[config.mk]
export PLATFORM = sky130hd
export DESIGN_NAME = seven_segment_scan
export DESIGN_NICKNAME = d
export VERILOG_FILES = /design/src/rtl/seven_segment_scan.sv
export SDC_FILE = /design/constraint.sdc
export NUM_CORES = 1
export LEC_CHECK = 0
export ABC_AREA = 0
export CAP_MARGIN = 20
export CORE_MARGIN = 2
export CORE_UTILIZATION = 30
export CTS_CLUSTER_SIZE = 20
export DETAILED_ROUTE_END_ITERATION = 10
export RECOVER_POWER = 50
export SETUP_SLACK_MARGIN = 0.2
export SYNTH_ARGS = -nofsm -noshare
export SYNTH_HDL_FRONTEND = slang
export SYNTH_SLANG_ARGS = --single-unit
[constraint.sdc]
create_clock -name clk -period 4.8 [get_ports clk]
set_input_delay 0.48 -clock clk [delete_from_list [all_inputs] [get_ports clk]]
set_output_delay 0.48 -clock clk [all_outputs]
set_load 0.02 [all_outputs]
[src/rtl/seven_segment_scan.sv]
// seven_segment_scan: time-multiplexes four BCD digits onto a shared 7-segment bus with dead-time blanking
//   clk          system clock
//   reset        synchronous active-high reset
//   digits_in    packed BCD, [3:0] = digit 0 (rightmost) .. [15:12] = digit 3
//   load         strobe capturing digits_in into the shadow register
//   blank_mask   per-digit forced blank, sampled when a digit enters DISPLAY
//   led_out      segments, bit0=top .. bit6=middle, active high
//   digit_en     one-hot digit enable, active high
//   frame_start  one-cycle pulse when digit 0 enters DISPLAY
// Optional macro LEADING_ZERO_BLANK_EN: suppress leading zero digits 3..1.
module seven_segment_scan #(
  parameter int SCAN_DIV     = 16000,
  parameter int BLANK_CYCLES = 16
) (
  input  logic        clk,
  input  logic        reset,
  input  logic [15:0] digits_in,
  input  logic        load,
  input  logic [3:0]  blank_mask,
  output logic [6:0]  led_out,
  output logic [3:0]  digit_en,
  output logic        frame_start
);
  localparam int CW = $clog2((SCAN_DIV > BLANK_CYCLES ? SCAN_DIV : BLANK_CYCLES) + 1);
  localparam logic [CW-1:0] S_LAST = CW'(SCAN_DIV - 1);
  localparam logic [CW-1:0] B_LAST = CW'(BLANK_CYCLES - 1);
  typedef enum logic {BLANK, DISPLAY} state_t;
  state_t        state;
  logic [CW-1:0] cnt;
  logic [1:0]    idx;
  logic [15:0]   shadow, active, cur;
  logic [3:0]    nib, lz;
  logic [6:0]    seg;
  function automatic logic [6:0] decode(input logic [3:0] n);
    case (n)
      4'd0:    decode = 7'b0111111;
      4'd1:    decode = 7'b0000110;
      4'd2:    decode = 7'b1011011;
      4'd3:    decode = 7'b1001111;
      4'd4:    decode = 7'b1100110;
      4'd5:    decode = 7'b1101101;
      4'd6:    decode = 7'b1111100;
      4'd7:    decode = 7'b0000111;
      4'd8:    decode = 7'b1111111;
      4'd9:    decode = 7'b1100111;
      default: decode = 7'b0000000;
    endcase
  endfunction
  // Entering digit 0 latches shadow into active on the same edge, so decode from shadow there.
  always_comb begin
    cur = (idx == 2'd0) ? shadow : active;
    nib = cur[{idx, 2'b00} +: 4];
`ifdef LEADING_ZERO_BLANK_EN
    lz[3] = cur[15:12] == 4'd0;
    lz[2] = lz[3] && cur[11:8] == 4'd0;
    lz[1] = lz[2] && cur[7:4] == 4'd0;
    lz[0] = 1'b0;
`else
    lz = 4'b0000;
`endif
    seg = (blank_mask[idx] || lz[idx]) ? 7'd0 : decode(nib);
  end
  always_ff @(posedge clk) begin
    if (reset) begin
      state       <= BLANK;
      cnt         <= '0;
      idx         <= '0;
      shadow      <= '0;
      active      <= '0;
      led_out     <= '0;
      digit_en    <= '0;
      frame_start <= 1'b0;
    end else begin
      if (load) shadow <= digits_in;
      frame_start <= 1'b0;
      if (state == BLANK) begin
        if (cnt == B_LAST) begin
          state       <= DISPLAY;
          cnt         <= '0;
          digit_en    <= 4'b0001 << idx;
          led_out     <= seg;
          frame_start <= idx == 2'd0;
          if (idx == 2'd0) active <= shadow;
        end else cnt <= cnt + 1'b1;
      end else if (cnt == S_LAST) begin
        state    <= BLANK;
        cnt      <= '0;
        idx      <= idx + 1'b1;
        digit_en <= '0;
        led_out  <= '0;
      end else cnt <= cnt + 1'b1;
    end
  end
endmodule

Yosys cells after proc, flatten, opt, wreduce, memory -nomap -nowiden
Memory sizes are Yosys's and may differ from the RTL's.
Cells that the tools add are included.
{ "word_totals": {"register_bits": 61, "romBits": 112, "inputBits": 23, "output_inout_bits": 12, "elab_cells": 44, "mem_count": 1} }
{ "memory_table": {"columns": ["memory", "words", "word_bits", "rd", "rd_ports_with_merged_regs", "wr", "line", "rtl"], "rows": [
  ["(name not given)", 16, 7, 1, 0, 0, "35", "case (n)"]
]} }
{ "op_classes": {"n_addsub": 2, "n_lt_le_gt_ge": 1, "eq_ne": 3, "shift": 2, "mux": 18, "bitwise_logic": 2, "reduce_logical": 7} }
{ "ops": {"columns": ["cell", "n"], "rows": [
  ["14-bit 2-to-1 mux", 3],
  ["7-bit 2-to-1 mux", 4],
  ["16-bit 2-to-1 mux", 1],
  ["16-bit by 5-bit variable part select with 4-bit output", 1],
  ["14-bit by 1-bit adder with 14-bit output, second input constant", 1],
  ["14-bit equality test, second input constant", 1],
  ["14-bit by 4-bit equality test with 1-bit output, second input constant", 1],
  ["4-bit 2-to-1 mux", 3],
  ["2-bit AND reduction", 3],
  ["1-bit 2-to-1 mux", 5],
  ["1-bit binary-select mux with 2-bit select", 2],
  ["1-bit by 2-bit left shift with 4-bit output, first input constant", 1],
  ["2-bit by 3-bit less-than comparator with 1-bit output, second input constant", 1],
  ["3-bit OR reduction", 1],
  ["2-bit by 1-bit adder with 2-bit output, second input constant", 1],
  ["2-bit logical NOT", 1],
  ["2-bit by 1-bit != test with 1-bit output, second input constant", 1],
  ["1-bit inverter", 2],
  ["2-bit nonzero test", 1],
  ["1-bit logical OR", 1]
]} }

Longest topological paths before layout
Gate-level depths: netlist (run 1).
An unclocked memory read counts as a cell.
{ "depth": {"word_depth": 7, "ltp_mapped": 11} }

Worst setup path before layout (run 1)
Ideal clock, no wire load.
{ "synth_path": {"path_type": "register to register", "start": "register idx[1]", "end": "register led_out[3]", "setup_time_ps": 123, "arrival_ps": 2217, "path_slack_ps": 2460, "stages_incl_launch_ff": 11, "path_cell_list": "dfxtp_1 clkinv_1 ha_1 buf_6 mux4_2 mux2i_4 inv_1 ha_1 nor2_1 a22oi_1 o21ai_1"} }
{ "synth_via": {"elab_chain_len": 7, "elab_cells_between_ends": 12, "classes_between": "shift: 1; mux: 8; reduce/logical: 2; memory: 1"} }
{ "synth_rtl": {"columns": ["item", "line", "rtl"], "rows": [
  ["from (decl)", "30", "logic [1:0] idx;"],
  ["from (signal assigned)", "88", "idx <= idx + 1'b1;"],
  ["2-bit logical NOT", "51", "cur = (idx == 2'd0) ? shadow : active;"],
  ["16-bit 2-to-1 mux", null, null],
  ["16-bit by 5-bit variable part select with 4-bit output", "52", "nib = cur[{idx, 2'b00} +: 4];"],
  ["memory 16 x 7 bit", null, null],
  ["7-bit 2-to-1 mux *", "61", "seg = (blank_mask[idx] || lz[idx]) ? 7'd0 : decode(nib);"],
  ["7-bit 2-to-1 mux *", "77", "if (cnt == B_LAST) begin"],
  ["7-bit 2-to-1 mux *", "76", "if (state == BLANK) begin"],
  ["to (signal assigned)", "81", "led_out <= seg;"],
  ["to (decl)", "20", "output logic [6:0] led_out,"]
]} }
Mark *: on every way between the ends. The rest lies on a longest branch, timed or not. The select of a mux whose other input is x is not followed.
A chain may end at the register's enable or synchronous reset.

Final worst setup path (run 1)
{ "layout_path": {"start": "register idx[0]", "end": "register led_out[3]"} }
Same word-level chain as after synthesis.

==> results of run 1 <==
-- through the flow --
step | cells | utilization, % | hold slack, ns
CTS | 400 | 37.98 | 0.4804
detailed placement | 384 | 35.73 | 0.4636
global route | 401 | 38.06 | 0.4906
finish | 401 | 38.06 | 0.4711
global placement | 384 | 35.73 | 0.4439
floorplan | 256 | - | 0.4295
-- area by class of cell --
class / instances / area, sq um
Fill cell: 870 / 5454
Multi-Input combinational cell: 173 / 1420
Sequential cell: 61 / 1221
Timing Repair Buffer: 35 / 347.8
Tap cell: 108 / 135.1
Clock buffer: 9 / 123.9
Clock inverter: 7 / 73.82
Inverter: 8 / 30.03
-- worst max path at each step --
| stage | from | end | slack (ns) | depth (start not counted) |
|---|---|---|---|---|
| detailed placement | reset | led_out[3] | 1.60 | 5 |
| CTS | idx[0] | led_out[3] | 1.61 | 7 |
| finish | idx[0] | led_out[3] | 1.60 | 7 |
| global route | idx[0] | led_out[4] | 1.26 | 7 |
| floorplan | idx[1] | led_out[3] | 2.46 | 10 |
| global placement | idx[0] | led_out[3] | 1.60 | 7 |
-- critical path, cell delays in order (launching register included) --
cell,delay [ns]
dfxtp_1,0.77
inv_1,0.21
ha_1,0.45
mux4_2,0.35
mux2i_1,0.65
nor4b_2,0.35
o21ai_0,0.18
o21ai_1,0.15
-- routing by layer --
| metal | up-vias | track usage, % | part of all wire, % |
|---|---|---|---|
| met1 | 942 | 15.40 | 50 |
| met2 | 38 | 17.36 | 44 |
| met3 | 12 | 4.735 | 4.5 |
| met4 | 0 | 5.690 | 2.0 |
| li1 | 988 | - | - |
| met5 | - | 0 | 0 |
-- logic make-up after synthesis --
family                     Yosys count  synth area share [%]
and+or+nand+nor                     86                 16.76
DFF                                 61                 44.32
AOI/OAI and AO/OA                   34                 10.22
muxes                               30                 16.03
buffers and inverters               22                 4.133
xor gates and xnor gates            14                 4.451
adders and majority gates            9                 4.087
-- power by group through the flow --
| stage | clock network [mW] | registers, mW | logic [mW] |
|---|---|---|---|
| after floorplan | 0 | 0.533 | 0.0444 |
| after global placement | 0 | 0.536 | 0.0679 |
| after detailed placement | 0 | 0.536 | 0.0689 |
| after CTS | 0.470 | 0.525 | 0.0690 |
| after global routing | 0.487 | 0.526 | 0.0757 |
| final | 0.456 | 0.525 | 0.0684 |
-- sequential cells by signal (all words and copies together), names as in the netlist --
register and cells:
led_out 7, state 1, frame_start 1, active 16
digit_en 4, shadow 16, cnt 14, idx 2
-- synthesized netlist by cell type (3+ instances only) --
cell type,n,area share (%)
dfxtp_1,61,44
nor3_1,4,0.73
o21ai_1,4,0.73
buf_6,3,1.2
buf_2,4,0.73
ha_1,9,4.1
clkbuf_1,5,0.68
nor2_1,39,5.3
mux2i_1,19,6.9
xnor2_1,8,2.5
nand4_1,4,0.91
a22oi_1,3,0.82
inv_1,7,0.95
a22o_1,19,6.0
nor4_1,3,0.68
nand3_1,12,2.2
and2_1,3,0.68
nand2_1,10,1.4
xor2_1,6,1.9
mux4_2,8,6.5
==> results.cfg, run 1 <==
[status]
outcome = complete, no violations

[pwr]
power_frac_seq_pct = 50.0
ir_drop_mv = 0.1340
combPwrFrac_pct = 6.5
pwr-share-clk_pct = 43.5
p_leak_nw = 1.382
switchingPower_uw = 255.7
internal_power_uw = 793.8
power_density_nw_per_um2 = 313.1
power_mw = 1.050
netSwitchingFraction_pct = 24.37

[worst_setup_path]
r2r-start = idx[0]
critPathCaptureType = flop
cp.required_ns = 5.09
arrival_ns = 3.48
reg2regPathDepth = 7
reg2reg_slack_ns = 1.60
path_max_fanout = 12
r2r-end = led_out[3]
crit_type = reg2reg
start_kind = flop

[finish]
final_cell_mix = 61 x dfxtp_1, 39 x nor2_1, 20 x clkdlybuf4s50_1
drive_gt1_share_pct = 12.63
final_area_sq_um = 3352
final_nets = 320
final_common_cell = dfxtp_1
area_growth_pct = 21.66
insertedDiodeCount = 0

[synthesis]
async_flop_share_pct = 0
synth_seq_area_share_pct = 44.32
yosysUniqueCellTypes = 42
ys_warn_count = 0
synth_edf_count = 0
ys_ff_latch = 61
synth_fp_nets = 288
syn_area_sq_um = 2755
synthCells = 256
synth-main-ff-cell = dfxtp_1
post_synth.cell_area_avg_sq_um = 10.76

[routing]
drt_first_pass_iters = 4
antenna_left = 0
via_per_inst = 4.938
drc = 0
via_count = 1980
drtIter0Drc = 55
routedWlPerCell_um = 13.54
wirelength_um = 5429

[place]
port_buffers = 34
place_ws_ns = 1.602
placed_cell_area_sq_um = 3147
place_congestion = 0.7809
dp_hpwl_um = 3907

[timing]
rsz0062_at_grt = false
fin_skew_ns = 0.01375
period_share_pct = 66.59
max_slew_margin_pct = 32.04
drv_slew = 0
hold_viol = 0
tns_ns = 0
setup_ws_ns = 1.604
finalSetupViolations = 0
fin_crit_ns = 3.196
fmax_mhz = 312.9
tightestPinTransition_ns = 1.016

[min_path]
hold_end = cnt[0]
hp-class = reg2reg
hold_depth = 1
hold_start = cnt[0]

[floorplan]
fp.dieArea_sq_um = 9966
start_util_pct = 31.29
rows = 34
io_pins = 35
die_y_um = 99.83
die_w_um = 99.83
core_sq_um = 8806

[clock_network]
hold_buffers = 0
clk_path_buf_depth = 2
htree_levels = 3
cts_buffers = 9
clk_latency_ns = 0.36
cts_resized = 0
clockRootBuffer = clkbuf_8
cts_sinks = 61
cts_setup_buffers = 0
cts_tree = yes
cts.reportedPaths.clkPinSlew_ns = 0.07

[global_route]
gr-total-overflow = 0
antenna_found_initial = 0
grt_pass1_vias = 1858
grt_first_pass_wirelength_um = 9101
grt_max_degree = 26
grtUsageTotal_pct = 11.90

[job]
drv_cap = 0
Note: power is estimated with default switching activity, not from simulation.
==> inputs of run 2 (changes only) <==
==> constraint.sdc (replaced) <==
create_clock -name clk -period 2.9 [get_ports clk]
set_input_delay 0.29 -clock clk [delete_from_list [all_inputs] [get_ports clk]]
set_output_delay 0.29 -clock clk [all_outputs]
set_load 0.02 [all_outputs]
==> run 2 against run 1 <==
Die area did not move. Routed wire length rose by 0.44%. Total power rose by 71%.
==> results.cfg, run 2 (synthesis results as in run 1) <==
[worst_setup_path]
reg2reg_slack_ns = 0.48
r2r-start = idx[0]
crit_type = reg2reg
cp.required_ns = 3.19
start_kind = flop
arrival_ns = 2.70
r2r-end = led_out[5]
path_max_fanout = 10
critPathCaptureType = flop
reg2regPathDepth = 9

[place]
place_ws_ns = 0.4797
dp_cells = 391
dp_hpwl_um = 3961
place_congestion = 0.8392
port_buffers = 34

[floorplan]
rows = 34
io_pins = 35
fp.dieArea_sq_um = 9966
start_util_pct = 31.29
die_y_um = 99.83
die_w_um = 99.83
core_sq_um = 8806

[routing]
antenna_left = 0
drc = 0
routedWlPerCell_um = 13.40
via_per_inst = 4.848
via_count = 1973
drtIter0Drc = 62
drt_first_pass_iters = 6
wirelength_um = 5453

[min_path]
hold_end = digit_en[0]
hold_start = digit_en[0]
hp-class = reg2reg
hold_depth = 1

[clock_network]
cts_tree = yes
cts_setup_buffers = 0
cts_buffers = 9
clk_path_buf_depth = 2
cts.reportedPaths.clkPinSlew_ns = 0.07
hold_buffers = 0
clk_latency_ns = 0.34
cts_resized = 0
cts_sinks = 61
htree_levels = 3
clockRootBuffer = clkbuf_8

[finish]
ff_latch_area_sq_um = 1221
final_nets = 326
fillers = 861
insertedDiodeCount = 0
reg_top3 = active: 16 flops, shadow: 16 flops, cnt: 14 flops
instances_no_fill = 407
final_cell_mix = 61 x dfxtp_1, 39 x nor2_1, 21 x clkdlybuf4s50_1
drive_gt1_share_pct = 13.04
final_common_cell = dfxtp_1
multiInputGateArea_sq_um = 1414
area_growth_pct = 23.25

[global_route]
grt_first_pass_wirelength_um = 9446
antenna_found_initial = 0
grtUsageTotal_pct = 12.12
gr-total-overflow = 0
grt_max_degree = 24
grt_pass1_vias = 1907

[timing]
drv_slew = 0
fin_skew_ns = 0.007457
setup_ws_ns = 0.4814
finalSetupViolations = 0
tightestPinTransition_ns = 1.128
tns_ns = 0
fin_crit_ns = 2.419
fmax_mhz = 413.5
hold_viol = 0
period_share_pct = 83.40
rsz0062_at_grt = false
max_slew_margin_pct = 24.82

[pwr]
power_density_nw_per_um2 = 527.0
ir_drop_mv = 0.2463
power_mw = 1.790
p_leak_nw = 1.414

[job]
drv_cap = 0

[status]
outcome = complete, no violations
[run 2: layout make-up]
class / instances / share of cell area, %
well taps: 108 / 3.979
multi-input cells: 173 / 41.64
repair buffers: 41 / 11.46
clock buffers: 11 / 3.869
inverters: 8 / 0.8843
flip-flops and latches: 61 / 35.96
clock inverters: 5 / 2.211
[run 2: power by group]
part / switching, mW / leakage (nW) / internal (mW)
sequential: 0.0146 / 0.495 / 0.855
combinational: 0.0532 / 0.812 / 0.0637
clock: 0.324 / 0.107 / 0.480
total: 0.392 / 1.41 / 1.40
[run 2: how the worst max path moves through the flow]
stage	startpoint	end	slack, ns	depth (start not counted)
6_report	idx[0]	led_out[5]	0.48	9
5_1_grt	idx[1]	led_out[5]	0.24	9
4_1_cts	idx[0]	led_out[5]	0.45	9
3_5_place_dp	idx[0]	led_out[3]	0.48	9
3_3_place_gp	idx[0]	led_out[5]	0.54	9
2_1_floorplan	idx[1]	led_out[3]	0.56	10
[run 2: critical path, stage by stage (launching register included)]
cell and delay, ns:
dfxtp_1 0.31, inv_1 0.11, ha_1 0.51, mux4_2 0.39, mux2i_1 0.34, inv_1 0.14
ha_1 0.22, nor2_1 0.16, o21ai_1 0.09, nand3_1 0.09
[run 2: routing by layer]
layer / track usage (%) / part of all wire [%] / routed length [um] / vias to the layer above
li1: - / - / - / 999
met1: 15.91 / 49 / 2686 / 928
met2: 18.30 / 44 / 2424 / 39
met3: 3.900 / 4.2 / 228 / 7
met4: 5.374 / 2.1 / 113 / 0
met5: 0 / 0 / 0 / -
[run 2: metrics by stage]
stage	util, %	hold WS, ns	area [sq um]
2_1_floorplan	-	0.4295	2755
3_3_place_gp	36.33	0.4434	3199
4_1_cts	38.68	0.4635	3406
5_1_grt	38.56	0.4743	3396
3_5_place_dp	36.33	0.4478	3199
6_report	38.56	0.4516	3396
